--- src/rtl/alu_nibble_serial.sv ---
// ----------------------------------------------------------------------------
// alu_nibble_serial : WIDTH-bit ALU evaluated one 4-bit slice per clock, LSB first
// Revision 1.0
// ----------------------------------------------------------------------------
`default_nettype none

module alu_nibble_serial #(
  parameter int WIDTH = 16
) (
  input  logic             clk,
  input  logic             rst_n,
  input  logic             in_valid,
  output logic             in_ready,
  input  logic [WIDTH-1:0] a,
  input  logic [WIDTH-1:0] b,
  input  logic [2:0]       op,
  output logic             out_valid,
  input  logic             out_ready,
  output logic [WIDTH-1:0] result,
  output logic             cout,
  output logic             overflow,
  output logic             set,
  output logic             zero
);

  localparam int N  = WIDTH / 4;
  localparam int KW = (N > 1) ? $clog2(N) : 1;
  localparam logic [KW-1:0] K_LAST = KW'(N - 1);

  localparam logic [2:0] OP_AND = 3'b000;
  localparam logic [2:0] OP_OR  = 3'b001;
  localparam logic [2:0] OP_NOR = 3'b100;
  localparam logic [2:0] OP_ADD = 3'b010;
  localparam logic [2:0] OP_SUB = 3'b110;
  localparam logic [2:0] OP_SLT = 3'b111;

  typedef enum logic [1:0] {
    IDLE = 2'd0,
    BUSY = 2'd1,
    DONE = 2'd2
  } state_t;

  state_t           state_q, state_d;
  logic [KW-1:0]    k_q, k_d;
  logic             carry_q, carry_d;
  logic [WIDTH-1:0] a_q, a_d;
  logic [WIDTH-1:0] b_q, b_d;
  logic [2:0]       op_q, op_d;
  logic [WIDTH-1:0] result_q, result_d;
  logic             cout_q, cout_d;
  logic             overflow_q, overflow_d;
  logic             set_q, set_d;
  logic             zero_q, zero_d;

  logic [KW+1:0]    base;
  logic [3:0]       a_nib;
  logic [3:0]       b_nib;
  logic [4:0]       sum;
  logic [3:0]       nib;
  logic             is_sub;
  logic             is_arith;
  logic             slice_ovf;

  // Slice datapath: operands come only from the captured copies.
  assign base      = {k_q, 2'b00};
  assign is_sub    = (op_q == OP_SUB) || (op_q == OP_SLT);
  assign is_arith  = is_sub || (op_q == OP_ADD);
  assign a_nib     = a_q[base +: 4];
  assign b_nib     = is_sub ? ~b_q[base +: 4] : b_q[base +: 4];
  assign sum       = {1'b0, a_nib} + {1'b0, b_nib} + {4'b0000, carry_q};
  assign slice_ovf = (a_nib[3] == b_nib[3]) && (sum[3] != a_nib[3]);

  always_comb begin
    case (op_q)
      OP_AND:                 nib = a_nib & b_nib;
      OP_OR:                  nib = a_nib | b_nib;
      OP_NOR:                 nib = ~(a_nib | b_nib);
      OP_ADD, OP_SUB, OP_SLT: nib = sum[3:0];
      default:                nib = 4'h0;
    endcase
  end

  always_comb begin
    state_d    = state_q;
    k_d        = k_q;
    carry_d    = carry_q;
    a_d        = a_q;
    b_d        = b_q;
    op_d       = op_q;
    result_d   = result_q;
    cout_d     = cout_q;
    overflow_d = overflow_q;
    set_d      = set_q;
    zero_d     = zero_q;

    case (state_q)
      IDLE: begin
        if (in_valid) begin
          a_d     = a;
          b_d     = b;
          op_d    = op;
          k_d     = '0;
          carry_d = (op == OP_SUB) || (op == OP_SLT);
          state_d = BUSY;
        end
      end

      BUSY: begin
        result_d[base +: 4] = nib;
        carry_d             = sum[4];
        if (k_q == K_LAST) begin
          // The MSB slice is being processed: its carry/sign bits give the flags.
          cout_d     = is_arith & sum[4];
          overflow_d = is_arith & slice_ovf;
          set_d      = is_sub & (sum[3] ^ slice_ovf);
          if (op_q == OP_SLT) begin
            result_d = {{(WIDTH-1){1'b0}}, sum[3] ^ slice_ovf};
          end
          zero_d  = (result_d == '0);
          k_d     = '0;
          state_d = DONE;
        end else begin
          k_d = k_q + KW'(1);
        end
      end

      DONE: begin
        if (out_ready) begin
          state_d = IDLE;
        end
      end

      default: state_d = IDLE;
    endcase
  end

  always_ff @(posedge clk or negedge rst_n) begin
    if (!rst_n) begin
      state_q    <= IDLE;
      k_q        <= '0;
      carry_q    <= 1'b0;
      a_q        <= '0;
      b_q        <= '0;
      op_q       <= 3'b000;
      result_q   <= '0;
      cout_q     <= 1'b0;
      overflow_q <= 1'b0;
      set_q      <= 1'b0;
      zero_q     <= 1'b0;
    end else begin
      state_q    <= state_d;
      k_q        <= k_d;
      carry_q    <= carry_d;
      a_q        <= a_d;
      b_q        <= b_d;
      op_q       <= op_d;
      result_q   <= result_d;
      cout_q     <= cout_d;
      overflow_q <= overflow_d;
      set_q      <= set_d;
      zero_q     <= zero_d;
    end
  end

  assign in_ready  = (state_q == IDLE);
  assign out_valid = (state_q == DONE);
  assign result    = result_q;
  assign cout      = cout_q;
  assign overflow  = overflow_q;
  assign set       = set_q;
  assign zero      = zero_q;

endmodule

`default_nettype wire
--- config.mk ---
export PLATFORM = sky130hd
export DESIGN_NAME = alu_nibble_serial
export DESIGN_NICKNAME = d
export VERILOG_FILES = /design/src/rtl/alu_nibble_serial.sv
export SDC_FILE = /design/constraint.sdc
export NUM_CORES = 1
export LEC_CHECK = 0
export CAP_MARGIN = 30
export CORE_ASPECT_RATIO = 0.7
export CORE_MARGIN = 8
export CORE_UTILIZATION = 60
export CTS_BUF_LIST = sky130_fd_sc_hd__clkbuf_8 sky130_fd_sc_hd__clkbuf_16
export CTS_CLUSTER_SIZE = 40
export DETAILED_ROUTE_END_ITERATION = 7
export DONT_BUFFER_PORTS = 1
export PLACE_DENSITY = 0.76
export SLEW_MARGIN = 5
export SYNTH_ARGS = -nofsm -noshare
export SYNTH_HDL_FRONTEND = slang
export SYNTH_SLANG_ARGS = --single-unit
--- constraint.sdc ---
create_clock -name clk -period 4.9 [get_ports clk]
set_input_delay 0.98 -clock clk [delete_from_list [all_inputs] [get_ports clk]]
set_output_delay 0.98 -clock clk [all_outputs]
set_load 0.01 [all_outputs]
==> metrics.cfg <==
[run_status]
status = finished, final reports clean

[placed_design]
placedCellCount = 388
gp_congestion = 0.948
placed_cell_area_um2 = 3210
port_buffers = 0
hpwl_um = 5290

[setup_path]
worst_setup_path_end_kind = flip-flop
arrival_ns = 4.06
worstSetupPathType = flip-flop to flip-flop
critPathLaunchType = flip-flop
cp_max_fo = 13
critPathRequiredTime_ns = 5.17

[clocking]
clockBufferDepth = 2
insertion_delay_ns = 0.34
cts_resized = 0
cts_sinks = 60
post_cts.repair.setup_buffers = 0
cts_tree = done
clkTransAtPathRegs_ns = 0.07
cts_buffers = 9
htree_levels = 3
holdBufCountCts = 0
root_buffer = clkbuf_8

[power]
swShare_pct = 44.0
power.density_nw_per_um2 = 864
switchingPower_mw = 1.30
power_frac_seq_pct = 31.6
power_frac_comb_pct = 51.7
p_clk_share_pct = 16.7
cell_internal_pwr_mw = 1.66
p_leak_nw = 1.69
irDropWorstVdd_mv = 0.439

[sta]
fin_skew_ns = 0.00626
hold_viol = 0
min_period_ns = 3.80
relSlewSlack_pct = 38.8
drv_slew = 0
worst_slew_pin_slew_ns = 0.918
rsz0062_at_grt = false
fin_tns_setup_ns = 0
max_clock_freq_ghz = 0.263
setup_violations = 0
finalCritPeriodShare_pct = 77.5

[final_layout]
diodes = 0
syn_to_final_growth_pct = 8.72
drive_above_1_share_pct = 10.8
final_util_pct = 66.7
fin_nets = 383
num-fill-cells = 439
fin_area_um2 = 3430
instances_no_fill = 404

[floorplanning]
io_pins = 61
initial_core_util_pct = 61.3
rows = 22
core_um2 = 5150
die_y_um = 76.7
die_area_um2 = 7870
die_w_um = 103

[logic_synthesis]
ys_ff_latch = 60
yosysWarnings = 0
synth_ff_type = dfrtp_1
syn_area_um2 = 3160
avgSynthCellArea_um2 = 9.62
syn_inst = 328
synth-seq-area-share_pct = 47.6
synth_edf_count = 0
yosysUniqueCellTypes = 47
async_reset_ff_share_pct = 100
syn-num-nets = 384

[drt]
first_iter_violations = 124
postRouteAntennaNets = 0
post-route-drc-count = 0
routedWlPerCell_um = 17.4
via_per_inst = 5.87
drt-total-wl_um = 7010
via_count = 2372
dr.pass1.iters = 5

[global_routing]
grt_pass1_wl_um = 11800
grt_overflow = 0
grt_max_degree = 61
grt_pass1_vias = 2339
antenna_found_initial = 0
track_usage_pct = 19.1

[flow_run]
drv_cap = 0

[min_path]
min_path_type = input port to asynchronous set/reset pin

==> cell type report <==
class | instances | area [µm²] | share of cell area, %
Inverter | 16 | 60.1 | 1.75
Sequential cell | 60 | 1500 | 43.8
Clock buffer | 10 | 138 | 4.01
Multi-Input combinational cell | 237 | 1510 | 44.1
Timing Repair Buffer | 3 | 42.5 | 1.24
Clock inverter | 6 | 87.6 | 2.55
Tap cell | 72 | 90.1 | 2.63
==> per-layer routing <==
| layer | part of all wire, % | up-vias | GRT usage [%] |
|---|---|---|---|
| met2 | 42 | 102 | 25.7 |
| met4 | 0.81 | 0 | 3.80 |
| met1 | 47 | 1143 | 26.9 |
| met3 | 10 | 10 | 9.47 |
| met5 | 0 | - | 0 |
| li1 | - | 1117 | - |
==> path summary, 6_finish.rpt <==
check / slack [ns] / from / cells past startpoint / to
worst max-delay path: 1.10 / k_q[0]$_DFFE_PN0P_ / 13 / zero$_DFFE_PN0P_
max in group asynchronous: 4.46 / rst_n / 0 / zero$_DFFE_PN0P_
min in group clk: 0.47 / b_q[5]$_DFFE_PN0P_ / 2 / b_q[5]$_DFFE_PN0P_
worst min-delay path: 0.33 / rst_n / 0 / b_q[8]$_DFFE_PN0P_
worst max register to register: 1.10 / k_q[0]$_DFFE_PN0P_ / 13 / zero$_DFFE_PN0P_
worst min register to register: 0.47 / b_q[5]$_DFFE_PN0P_ / 2 / b_q[5]$_DFFE_PN0P_
==> cell families after synthesis <==
| family | synth area share (%) |
|---|---|
| mux | 6.03 |
| simple gates | 20.4 |
| fa+ha+maj | 7.45 |
| xor+xnor | 1.67 |
| flops | 47.6 |
| compound gates | 12.4 |
| buf+inv | 4.52 |
==> placed cells by master (no fill, tap or decap), types with 3 or more instances in the layout <==
cell	count
nand2b_1	4
nor2_1	11
fa_1	3
nand3_1	3
nor4_1	6
mux4_2	8
o31ai_1	4
o21ai_1	5
clkinvlp_4	3
inv_1	15
o21ai_0	10
a21oi_1	5
clkbuf_8	10
ha_1	14
dfrtp_1	60
nand2_1	113
a22o_1	13
a22o_2	3
xnor2_1	5
==> power groups by stage <==
stage               sequential, mW  combinational (mW)  clock, mW
global placement             0.952                1.44          0
global route                 0.970                1.72      0.527
floorplan                    0.840                1.27          0
finish                       0.937                1.53      0.494
CTS                          0.939                1.52      0.502
detailed placement           0.946                1.51          0
==> worst max-delay path, cell delays in order (launching register included) <==
cell and delay, ns:
dfrtp_1 0.63, mux4_2 0.59, xnor2_1 0.21, inv_1 0.10
fa_1 0.36, inv_1 0.09, a21o_1 0.11, a21oi_1 0.08
fa_1 0.56, nor2b_1 0.07, o21ai_0 0.17, o211ai_1 0.24
o41a_1 0.40, o21ai_2 0.12
==> cells in the mapped netlist, types with 2 or more instances <==
master	instances	area, µm²
and4_1	2	17.5
o21ai_0	10	50.1
buf_2	3	15.0
nor2b_1	2	12.5
nor4_1	6	37.5
o21ai_1	5	25.0
xnor2_1	5	43.8
nand2b_1	4	25.0
a21o_1	2	15.0
fa_1	3	60.1
mux4_2	8	180
inv_1	15	56.3
o211ai_1	2	15.0
nor3_1	2	10.0
nand2_1	113	424
a22o_1	13	114
nor2_1	11	41.3
dfrtp_1	60	1500
nand2_2	2	12.5
o31ai_1	4	30.0
o22ai_1	2	12.5
a21oi_1	5	25.0
a22o_2	3	30.0
clkbuf_1	8	30.0
ha_1	14	175
nand3_1	3	15.0
==> flip-flops by register name, summed over array words and instances (netlist names) <==
signal	count
state_q	2
op_q	3
k_q	2
set	1
b_q	16
overflow	1
zero	1
cout	1
a_q	16
carry_q	1
result	16
==> stage by stage <==
step / total power, mW / worst slack (ns) / hold WS [ns]
4_1_cts: 2.96 / 1.13 / 0.314
5_1_grt: 3.22 / 0.833 / 0.298
3_3_place_gp: 2.40 / 1.38 / 0.461
2_1_floorplan: 2.11 / 1.55 / 0.440
3_5_place_dp: 2.46 / 1.14 / 0.461
6_report: 2.96 / 1.10 / 0.326
Note: power is estimated with default switching activity, not from simulation.
